===== src/rtl/com_loader.sv =====
// com_loader: host-side loader/unloader in front of the core's com_* DRAM port.
// It assembles host bytes into 16-bit words and writes them to DRAM, releases
// the core, waits for end_process, then streams a fixed result window back to
// the host. It is the only driver of status.
module com_loader #(
  parameter logic [15:0] RESULT_BASE = 16'h0000,
  parameter logic [15:0] RESULT_LEN  = 16'd16,
  parameter int unsigned READ_LAT    = 1
) (
  input  logic        clk,
  input  logic        rst_n,
  input  logic [7:0]  rx_data,
  input  logic        rx_valid,
  output logic        rx_ready,
  output logic [7:0]  tx_data,
  output logic        tx_valid,
  input  logic        tx_ready,
  output logic [1:0]  status,
  output logic [15:0] com_addr,
  output logic [15:0] com_data_in,
  output logic        com_wr_en,
  input  logic [15:0] com_data_out,
  input  logic        end_process,
  output logic        busy,
  output logic        done
);

  // IDLE accepts the low count byte itself, so status reaches 01 in the cycle
  // right after that byte; the next state to consume a byte is CNT_HI.
  typedef enum logic [3:0] {
    IDLE, CNT_HI, DAT_LO, DAT_HI, WRITE, RUN, RD_ADDR, RD_WAIT, TX_LO, TX_HI
  } state_t;

  localparam logic [2:0] WAIT_LAST = 3'(READ_LAT - 1);

  state_t      state, state_nxt;
  logic [7:0]  lo_byte;     // low byte of the count or of the current word
  logic [15:0] word_total;  // N from the host header
  logic [15:0] word_cnt;    // k: next load address
  logic [15:0] rd_idx;      // i: readback word index
  logic [2:0]  wait_cnt;
  logic [7:0]  hi_hold;     // high byte of the word being returned

  logic rx_fire;
  logic word_last;
  logic rd_last;
  logic wait_last;

  assign rx_fire   = rx_valid && rx_ready;
  assign word_last = (word_cnt + 16'd1) == word_total;
  assign rd_last   = (rd_idx + 16'd1) == RESULT_LEN;
  assign wait_last = wait_cnt == WAIT_LAST;

  // State register with synchronous reset.
  always_ff @(posedge clk) begin
    // NOTE: sequential state uses non-blocking assignments so every register
    // samples the pre-edge values of the others.
    if (!rst_n) state <= IDLE;
    else        state <= state_nxt;
  end

  // Next-state decode.
  always_comb begin
    // NOTE: default first so no path through the case leaves state_nxt
    // unassigned, which would infer a latch.
    state_nxt = state;
    unique case (state)
      IDLE:    if (rx_fire) state_nxt = CNT_HI;
      CNT_HI:  if (rx_fire) state_nxt = ({rx_data, lo_byte} == 16'd0) ? RUN : DAT_LO;
      DAT_LO:  if (rx_fire) state_nxt = DAT_HI;
      DAT_HI:  if (rx_fire) state_nxt = WRITE;
      WRITE:   state_nxt = word_last ? RUN : DAT_LO;
      RUN:     if (end_process) state_nxt = RD_ADDR;
      RD_ADDR: state_nxt = RD_WAIT;
      RD_WAIT: if (wait_last) state_nxt = TX_LO;
      TX_LO:   if (tx_ready) state_nxt = TX_HI;
      TX_HI:   if (tx_ready) state_nxt = rd_last ? IDLE : RD_ADDR;
      default: state_nxt = IDLE;
    endcase
  end

  // Moore outputs decoded from the state register.
  always_comb begin
    status    = 2'b00;
    rx_ready  = 1'b0;
    com_wr_en = 1'b0;
    busy      = state != IDLE;
    unique case (state)
      IDLE:                   rx_ready = 1'b1;
      CNT_HI, DAT_LO, DAT_HI: begin status = 2'b01; rx_ready = 1'b1; end
      WRITE:                  begin status = 2'b01; com_wr_en = 1'b1; end
      RUN:                    status = 2'b10;
      RD_ADDR, RD_WAIT,
      TX_LO, TX_HI:           status = 2'b11;
      default:                status = 2'b00;
    endcase
  end

  // Datapath: byte latch, counters, DRAM address/data and the tx byte register.
  always_ff @(posedge clk) begin
    if (!rst_n) begin
      lo_byte     <= '0;
      word_total  <= '0;
      word_cnt    <= '0;
      rd_idx      <= '0;
      wait_cnt    <= '0;
      hi_hold     <= '0;
      com_addr    <= '0;
      com_data_in <= '0;
      tx_data     <= '0;
      tx_valid    <= 1'b0;
      done        <= 1'b0;
    end else begin
      done <= 1'b0;
      unique case (state)
        IDLE:   if (rx_fire) lo_byte <= rx_data;
        CNT_HI: if (rx_fire) begin
          word_total <= {rx_data, lo_byte};
          word_cnt   <= '0;
        end
        DAT_LO: if (rx_fire) lo_byte <= rx_data;
        DAT_HI: if (rx_fire) begin
          com_addr    <= word_cnt;
          com_data_in <= {rx_data, lo_byte};
        end
        WRITE:  word_cnt <= word_cnt + 16'd1;
        RUN:    if (end_process) begin
          rd_idx   <= '0;
          com_addr <= RESULT_BASE;
        end
        RD_ADDR: wait_cnt <= '0;
        RD_WAIT: begin
          if (wait_last) begin
            tx_data  <= com_data_out[7:0];
            hi_hold  <= com_data_out[15:8];
            tx_valid <= 1'b1;
          end else begin
            wait_cnt <= wait_cnt + 3'd1;
          end
        end
        TX_LO:  if (tx_ready) tx_data <= hi_hold;
        TX_HI:  if (tx_ready) begin
          tx_valid <= 1'b0;
          rd_idx   <= rd_idx + 16'd1;
          if (rd_last) done <= 1'b1;
          else         com_addr <= RESULT_BASE + rd_idx + 16'd1;
        end
        default: ;
      endcase
    end
  end

endmodule


===== config.mk =====
export PLATFORM = sky130hd
export DESIGN_NAME = com_loader
export DESIGN_NICKNAME = d
export VERILOG_FILES = /design/src/rtl/com_loader.sv
export SDC_FILE = /design/constraint.sdc
export NUM_CORES = 1
export LEC_CHECK = 0
export CAP_MARGIN = 20
export CORE_MARGIN = 2
export CORE_UTILIZATION = 30
export DETAILED_ROUTE_END_ITERATION = 7
export DONT_BUFFER_PORTS = 1
export PLACE_DENSITY_LB_ADDON = 0.05
export SLEW_MARGIN = 30
export SYNTH_ARGS = -nofsm -noshare
export SYNTH_HDL_FRONTEND = slang
export SYNTH_SLANG_ARGS = --single-unit

===== constraint.sdc =====
create_clock -name clk -period 3.95 [get_ports clk]
set_clock_uncertainty 0.1 [all_clocks]
set_input_delay 0.5925 -clock clk [delete_from_list [all_inputs] [get_ports clk]]
set_output_delay 0.5925 -clock clk [all_outputs]
set_load 0.01 [all_outputs]

==> results_dict.tcl, run 1 <==
set metrics [dict create \
    status "finished clean" \
    vias 5130 \
    crit_path_end_kind "flip-flop" \
    drt_iter0_drc 395 \
    initial_core_util_pct 30.65 \
    cts_buffer_depth 2 \
    slew_headroom_pct 38.09 \
    synthTopCellsByArea "dfxtp_1 39%, nand2_1 9.0%, a21oi_1 6.3%" \
    ys.flop_type "dfxtp_1" \
    worst_slew_pin_slew_ns 0.9252 \
    clkSlewWorstSetupHoldPaths_ns 0.06 \
    firstDrtPassIters 5 \
    worstSetupPathType "reg2reg" \
    hold_buffers 0 \
    yosys.area.top_type "dfxtp_1" \
    hold_class "in2reg" \
    arrival_ns 3.34 \
    fin_tns_setup_ns 0 \
    cts_buffers 17 \
    h-tree-depth 4 \
    synth_edf_count 0 \
    core_area_um2 18770 \
    dp_hpwl_mm 12.81 \
    ys_types 52 \
    grt_overflow_total 0 \
    die_x_um 142.5 \
    grt_max_degree 62 \
    ys_top_cells_by_count "138 x nand2_1, 113 x dfxtp_1, 74 x nor2_1" \
    ys_seq_area_share_pct 39.32 \
    grtUsageMet2_pct 29.05 \
    cts_setup_buffers 0 \
    grt_pass1_wl_mm 28.66 \
    drc 0 \
    place_ws_ns 0.8196 \
    cts_resized 0 \
    clkLatencyLatePin_ns 0.42 \
    period_minus_slack_ns 3.126 \
    fin_crit_sh_pct 79.14 \
    rsz0062_at_grt "false" \
    viasPerCell 5.311 \
    crit_required_ns 4.16 \
    place_congestion 0.8211 \
    grt_pass1_vias 5085 \
    postPlaceCellArea_um2 5878 \
    synthArstFlopShare_pct 0 \
    syn_inst 745 \
    ioPinCount 76 \
    cts_tree "yes" \
    grt_usage_pct 18.19 \
    final_area_um2 6515 \
    yosysMostFrequentCell "nand2_1" \
    die_height_um 142.5 \
    cp-start-kind "flip-flop" \
    fmaxAchievable_mhz 319.9 \
    synth_top_cell_area_share_pct 39.32 \
    setup_viol 0 \
    syn_area_per_cell_um2 7.722 \
    fin_nets 752 \
    layout-drive-gt1-share_pct 7.787 \
    syn-num-nets 778 \
    vdd_drop_max_mv 0.3026 \
    use_met3_pct 4.374 \
    crit_path_max_fanout 16 \
    ys_ff_latch 113 \
    portBuffers 0 \
    ant_nets 0 \
    num_antenna_cells 0 \
    fillers 1995 \
    seqCellArea_um2 2262 \
    postRouteWirelength_mm 17.83 \
    drv_slew 0 \
    syn2layout_area_growth_pct 13.24 \
    fin_util_pct 34.71 \
    cts_sinks 113 \
    drv_cap 0 \
    root_buffer "clkbuf_16" \
    rows 50 \
    syn_area_um2 5753 \
    multi_input_area_um2 3228 \
    grt_antenna_before_repair 0 \
    fin_ws_ns 0.8242 \
    holdWs_ns 0.1984 \
    ys_warn_count 0 \
    p_leak_nw 2.191 \
    grt_util_met1_pct 23.76 \
    p_per_area_nw_per_um2 483.3 \
    busiest_layer "met2" \
    die-area_um2 20300 \
    routedWlPerCell_um 18.46 \
    hold_viol 0 \
]
## where the power goes
group | internal, mW | switching, mW | total, mW
clock network | 1.06 | 0.600 | 1.66
logic | 0.0877 | 0.162 | 0.250
registers | 1.18 | 0.0591 | 1.24
total | 2.33 | 0.821 | 3.15
## critical path, cell delays in order (launching register included)
cell      delay, ns
dfxtp_1        0.43
ha_1           0.38
nand4_1        0.22
nor4_2         0.34
xnor2_1        0.15
a2111o_1       0.38
o31ai_4        0.21
buf_4          0.26
a21oi_2        0.16
o221a_2        0.38
## final cells by class
cell class              count  share of cell area, %
flip-flops and latches    113                  34.72
multi-input cells         569                  49.55
well taps                 234                  4.494
clock inverters            15                  3.169
repair buffers              8                 0.9218
clock buffers              17                  6.530
inverters                  10                 0.6146
## path summary, 6_finish.rpt
check,depth (start not counted),slack (ns),to,startpoint
max,9,0.82,com_addr[1],rd_idx[0]
min,2,0.20,com_data_in[15],rx_data[7]
max reg2reg,9,0.82,com_addr[1],rd_idx[0]
min reg2reg,2,0.35,rd_idx[14],rd_idx[14]
## per-layer routing
layer / part of all wire [%] / wire (um) / vias to the layer above
li1: - / - / 2556
met1: 47 / 8338 / 2446
met2: 47 / 8406 / 105
met3: 4.2 / 753 / 23
met4: 1.9 / 335 / 0
met5: 0 / 0 / -
## cell usage in the layout (no fill, tap or decap), types with 2 or more instances in the layout
master / synthesis / final
dfxtp_1: 113 / 113
nand3_1: 22 / 22
and2_1: 3 / 3
clkinv_2: 0 / 2
and3_1: 4 / 4
a311oi_1: 2 / 2
a21oi_1: 72 / 72
nor4_1: 11 / 11
xor2_1: 15 / 15
clkinvlp_4: 0 / 2
a211oi_1: 10 / 10
clkinv_4: 0 / 3
o31ai_1: 2 / 2
xnor2_1: 27 / 27
nor3_1: 13 / 13
nand3b_1: 7 / 7
clkbuf_16: 0 / 17
bufinv_16: 0 / 4
nor4_2: 2 / 2
mux2_2: 2 / 2
mux2i_1: 19 / 19
inv_1: 9 / 9
o22ai_1: 3 / 3
o21a_1: 2 / 2
nor2_1: 74 / 72
nor2_2: 0 / 2
ha_1: 4 / 4
nand4_1: 13 / 13
or3_1: 9 / 9
inv_6: 0 / 4
nor3b_1: 2 / 2
o221a_2: 4 / 4
a31oi_1: 7 / 7
o221a_1: 12 / 12
o21ai_0: 56 / 56
nor2b_1: 6 / 6
buf_4: 0 / 8
nand2b_1: 8 / 8
nand2_1: 138 / 138
a22oi_1: 4 / 4
## registers in the layout (all words and copies together) (netlist names)
name and cells:
lo_byte 8, state 4, tx_data 8, word_cnt 16
com_addr 16, done 1, tx_valid 1, hi_hold 8
word_total 16, rd_idx 16, wait_cnt 3, com_data_in 16
## through the flow
stage	cells	total power, mW
floorplan	745	1.440
detailed placement	934	1.515
finish	966	3.149
global placement	934	1.512
global route	966	3.283
CTS	966	3.193
## cells by family after synthesis
logic type | count (synthesis) | share of synthesized area [%]
simple gates | 316 | 25.01
compound gates | 186 | 20.05
flops | 113 | 39.32
buf+inv | 63 | 4.654
xor+xnor | 42 | 6.394
mux | 21 | 3.697
fa+ha+maj | 4 | 0.8700
No activity file was read; power rests on OpenSTA's default activity.
==> inputs of run 2 (changes only) <==
Settings changed: ABC_AREA from default to 1.
Clock period 3.95 ns to 2.96 ns, I/O delays scaled along.
==> run 2 against run 1 <==
Via count rose by 7.0%. Largest power group unchanged. Largest cell class unchanged. Utilization grew 0.15 points. Worst hold slack got worse by 0.15 ns. Critical path type is now reg2out. First-iteration DRC count decreased by 8.4%. Synthesized cell count up 15%. Combinational power decreased by 36%. Clock power rose by 26%.
==> results_dict.tcl, run 2 <==
set metrics [dict create \
    status "finished clean" \
    synthTopCellsByArea "dfxtp_1 40%, nand2_1 15%, a21oi_1 6.9%" \
    hold_buffers 0 \
    clkSlewWorstSetupHoldPaths_ns 0.06 \
    worst_slew_pin_slew_ns 0.6084 \
    ys_top_cells_by_count "224 x nand2_1, 113 x dfxtp_1, 93 x nor2_1" \
    dp_cells 1063 \
    synth_edf_count 0 \
    syn_area_um2 5692 \
    ys_types 39 \
    power_mw 3.827 \
    p_per_area_nw_per_um2 588.8 \
    hold_class "in2reg" \
    crit_path_end_kind "output port" \
    grt_usage_pct 18.30 \
    cp-endpoint "status[0]" \
    initial_core_util_pct 30.53 \
    crit_chain "nor2_1 -> nand2_2 -> inv_1 -> nor3_1 -> o211ai_1" \
    setup_viol 0 \
    layout_common_cells "224 x nand2_1, 113 x dfxtp_1, 93 x nor2_1, 79 x a21oi_1, 69 x nand3_1" \
    hold_viol 0 \
    rsz0062_at_grt "false" \
    fin_nets 881 \
    crit_path_max_fanout 11 \
    grt_pass1_wl_mm 28.68 \
    dp_hpwl_mm 13.06 \
    drt_iter0_drc 362 \
    die_x_um 141.7 \
    grt_overflow_total 0 \
    ys_warn_count 0 \
    drv_slew 0 \
    ioPinCount 76 \
    syn_inst 854 \
    root_buffer "clkbuf_16" \
    place_congestion 0.8755 \
    slew_headroom_pct 59.44 \
    grt_max_degree 66 \
    stdcell_count 1095 \
    syn_area_per_cell_um2 6.665 \
    cts_resized 0 \
    viasPerCell 5.015 \
    ant_nets 0 \
    worstSetupPathType "reg2out" \
    ys_ff_latch 113 \
    p_leak_nw 2.555 \
    critPathTopFamily "simple AND/OR/NAND/NOR gates" \
    yosys.area.top_type "dfxtp_1" \
    firstDrtPassIters 5 \
    slowest_stage "dfxtp_1" \
    slowest_delay_ns 0.45 \
    cts_buffer_depth 2 \
    num_antenna_cells 0 \
    period_minus_slack_ns 2.552 \
    critical_path_depth 5 \
    place_ws_ns 0.5374 \
    layout-drive-gt1-share_pct 9.640 \
    die_height_um 141.7 \
    drv_cap 0 \
    arrival_ns 2.01 \
    syn2layout_area_growth_pct 14.20 \
    postRouteWirelength_mm 17.65 \
    cts_sinks 113 \
    ys_seq_area_share_pct 39.74 \
    fin_crit_sh_pct 86.23 \
    core_area_um2 18640 \
    drc 0 \
    grt_antenna_before_repair 0 \
    yosysMostFrequentCell "nand2_1" \
    fmaxAchievable_mhz 391.8 \
    syn-num-nets 887 \
    rrSetupSlack_ns 0.53 \
    ys.flop_type "dfxtp_1" \
    reg2reg_from "rd_idx[0]" \
    rr_worst_depth 14 \
    synthArstFlopShare_pct 0 \
    grt_pass1_vias 5310 \
    clkLatencyLatePin_ns 0.42 \
    cp-start-kind "flip-flop" \
    routedWlPerCell_um 16.12 \
    h-tree-depth 4 \
    cts_buffers 17 \
    fin_tns_setup_ns 0 \
    portBuffers 0 \
    rows 50 \
    layout_commonest_cell "nand2_1" \
    rr_endpoint "com_addr[1]" \
    vdd_drop_max_mv 0.3864 \
    crit_path_start "state[1]" \
    vias 5491 \
    fin_ws_ns 0.4075 \
    critPathBufInv 1 \
    crit_required_ns 2.42 \
    cts_setup_buffers 0 \
    die-area_um2 20090 \
    cts_tree "yes" \
    synth_top_cell_area_share_pct 39.74 \
]
## run 2: changes by cell type after synthesis, moves of 9 or more
cell,before,now
nor2_1,74,93
inv_1,9,67
clkbuf_1,43,24
nor2_2,0,17
nand2_1,138,224
mux2i_1,19,0
o21ai_1,1,10
xnor2_1,27,1
o221a_1,12,0
xor2_1,15,3
a211oi_1,10,1
or3_1,9,0
o21ai_0,56,67
nand3_1,22,69
## run 2: kinds of logic after synthesis
kind of cell    Yosys count  synth area share, %
flops                   113                39.75
buf+inv                 108                7.496
simple gates            449                34.53
fa+ha+maj                 4               0.8793
xor+xnor                  6                1.407
compound gates          174                15.94
## run 2: worst min-delay path by stage
stage	from	to	slack, ns	cells after the start
2_1_floorplan	word_total[2]	word_total[2]	0.34	2
3_3_place_gp	word_total[15]	word_total[15]	0.36	2
3_5_place_dp	word_total[0]	word_total[0]	0.36	2
4_1_cts	com_data_out[8]	hi_hold[0]	0.05	2
5_1_grt	rst_n	word_total[2]	0.05	2
6_report	com_data_out[8]	hi_hold[0]	0.05	2
## run 2: report_power, final
group / switching [mW] / total, mW / internal, mW
Sequential: 0.0284 / 1.58 / 1.55
Clock: 0.824 / 2.09 / 1.26
Combinational: 0.106 / 0.161 / 0.0551
Total: 0.959 / 3.83 / 2.87
## run 2: area by class of cell
cell class                      instances  area (um2)
Tap cell                              234       292.8
Clock inverter                         15       172.7
Inverter                               75       284.0
Sequential cell                       113        2262
Fill cell                            2032       12140
Timing Repair Buffer                    8       60.06
Clock buffer                           17       425.4
Multi-Input combinational cell        633        3003
## run 2: worst reg2reg max path, delay by kind of cell, from the launching register on
family | cells | cell delay, ns
and+or+nand+nor | 12 | 1.44
buffers and inverters | 1 | 0.14
adders and majority gates | 1 | 0.23
DFF | 1 | 0.42
## run 2: per-stage QoR
| step | utilization (%) | hold slack [ns] | instance area (um2) |
|---|---|---|---|
| after global placement | 31.66 | 0.3591 | 5902 |
| after detailed placement | 31.66 | 0.3640 | 5902 |
| after CTS | 34.87 | 0.04515 | 6500 |
| after global routing | 34.87 | 0.04868 | 6500 |
| after floorplan | - | 0.3407 | 5692 |
| final | 34.87 | 0.05083 | 6500 |
## run 2: per-layer routing
layer / vias to the layer above / wire length [um] / track usage, %
met2: 134 / 7910 / 28.10
li1: 2806 / - / -
met5: - / 0 / 0
met1: 2527 / 8406 / 24.72
met3: 24 / 969 / 4.455
met4: 0 / 362 / 7.316
==> inputs of run 3 (changes only) <==
Settings changed: CORE_UTILIZATION 30 to 59.
==> run 3 against run 2 <==
The run now ends with negative hold slack left. Die area fell by 48%. Maximum frequency is 4.9% lower. Power increased by 1.1%. Cell area up 3.6%. Worst hold slack lost 0.051 ns.
==> results_dict.tcl, run 3 (synthesis gave the netlist of run 2 again) <==
set metrics [dict create \
    firstDrtPassIters 6 \
    stdcell_count 1024 \
    cts_setup_buffers 0 \
    syn2layout_area_growth_pct 18.33 \
    drv_slew 0 \
    critical_path.most_common_cell "nor2_1" \
    drv_cap 0 \
    portBuffers 0 \
    routedWlPerCell_um 15.53 \
    slowest_stage "dlygate4sd3_1" \
    p_per_area_nw_per_um2 574.3 \
    grt_antenna_before_repair 0 \
    layout_common_cells "224 x nand2_1, 113 x dfxtp_1, 93 x nor2_1, 79 x a21oi_1, 69 x nand3_1" \
    slowest_delay_ns 0.56 \
    drc 0 \
    clkSlewWorstSetupHoldPaths_ns 0.06 \
    cts_buffer_depth 2 \
    grt_usage_pct 31.57 \
    fin_crit_sh_pct 90.70 \
    crit_path_end_kind "flip-flop" \
    root_buffer "clkbuf_8" \
    layout_commonest_cell "nand2_1" \
    p_leak_nw 2.699 \
    violations "negative hold slack" \
    critical_path_depth 10 \
    grt_pass1_wl_mm 25.64 \
    cts_sinks 113 \
    h-tree-depth 4 \
    die_x_um 102.2 \
    viasPerCell 5.612 \
    ant_nets 0 \
    postRouteWirelength_mm 15.90 \
    initial_core_util_pct 61.31 \
    cts_tree "yes" \
    hold_buffers 36 \
    core_area_um2 9284 \
    clkLatencyLatePin_ns 0.53 \
    dp_cells 955 \
    rows 35 \
    vias 5747 \
    dp_hpwl_mm 10.53 \
    critPathTopFamily "simple AND/OR/NAND/NOR gates" \
    fin_tns_setup_ns 0 \
    place_ws_ns 0.5724 \
    min_path_cells 2 \
    drt_iter0_drc 362 \
    ioPinCount 76 \
    vdd_drop_max_mv 0.4152 \
    crit_chain "nand2_1 -> nor2_1 -> inv_1 -> nand2_1 -> nand3_1 -> nor2_1 -> inv_2 -> nor2_1 -> nor2_1 -> dlygate4sd3_1" \
    fmaxAchievable_mhz 372.5 \
    place_congestion 1.016 \
    grt_pass1_vias 5264 \
    cts_buffers 17 \
    hold_class "in2reg" \
    status "complete, but fails checks" \
    worstSetupPathType "reg2reg" \
    crit_required_ns 3.27 \
    die-area_um2 10450 \
    setup_viol 0 \
    num_antenna_cells 0 \
    die_height_um 102.2 \
    hold_viol 1 \
    critPathBufInv 3 \
    rr_worst_depth 10 \
    cp-start-kind "flip-flop" \
    grt_max_degree 55 \
    fin_util_pct 72.55 \
    layout-drive-gt1-share_pct 9.050 \
    crit_path_max_fanout 9 \
    holdWs_ns -0.0001280 \
    cts_resized 0 \
    arrival_ns 3.00 \
    fin_nets 915 \
    slew_headroom_pct 59.42 \
    worst_slew_pin_slew_ns 0.6087 \
    fin_ws_ns 0.2752 \
    period_minus_slack_ns 2.685 \
    grt_overflow_total 0 \
    rsz0062_at_grt "false" \
]
[run 3: cell types whose count changed in the layout (fill, tap and decap cells not counted), moves of 2 or more]
cell | before | now
inv_6 | 5 | 3
buf_4 | 8 | 5
clkbuf_8 | 0 | 2
inv_8 | 2 | 0
dlygate4sd3_1 | 0 | 36
[run 3: final timing paths]
check                      from              to  slack [ns]
hold reg to reg   word_total[4]   word_total[4]        0.37
hold / removal         rx_valid  word_total[11]     -0.0001
setup reg to reg       state[1]      hi_hold[7]        0.28
setup / recovery       state[1]      hi_hold[7]        0.28
[run 3: metal layers]
metal / wire length [um] / vias up / global-route usage (%) / part of all wire [%]
li1: - / 2868 / - / -
met3: 1275 / 28 / 9.029 / 8.0
met2: 7420 / 210 / 50.86 / 47
met5: 0 / - / 0 / 0
met1: 6936 / 2641 / 41.51 / 44
met4: 267 / 0 / 9.128 / 1.7
[run 3: layout make-up]
type	instances	area, um2
Clock buffer	18	427.9
Clock inverter	14	178.9
Fill cell	775	2549
Inverter	75	284.0
Multi-Input combinational cell	633	3003
Sequential cell	113	2262
Tap cell	129	161.4
Timing Repair Buffer	42	417.9
[run 3: power breakdown]
| group | internal (mW) | total, mW | switching (mW) |
|---|---|---|---|
| Sequential | 1.55 | 1.58 | 0.0257 |
| Combinational | 0.0843 | 0.211 | 0.126 |
| Clock | 1.31 | 2.08 | 0.767 |
| Total | 2.95 | 3.87 | 0.919 |
[run 3: per-stage QoR]
stage / cell area (um2) / power [mW]
after floorplan: 5692 / 1.737
after global placement: 5748 / 1.759
final: 6735 / 3.868
after CTS: 6725 / 3.871
after detailed placement: 5748 / 1.761
after global routing: 6735 / 3.972
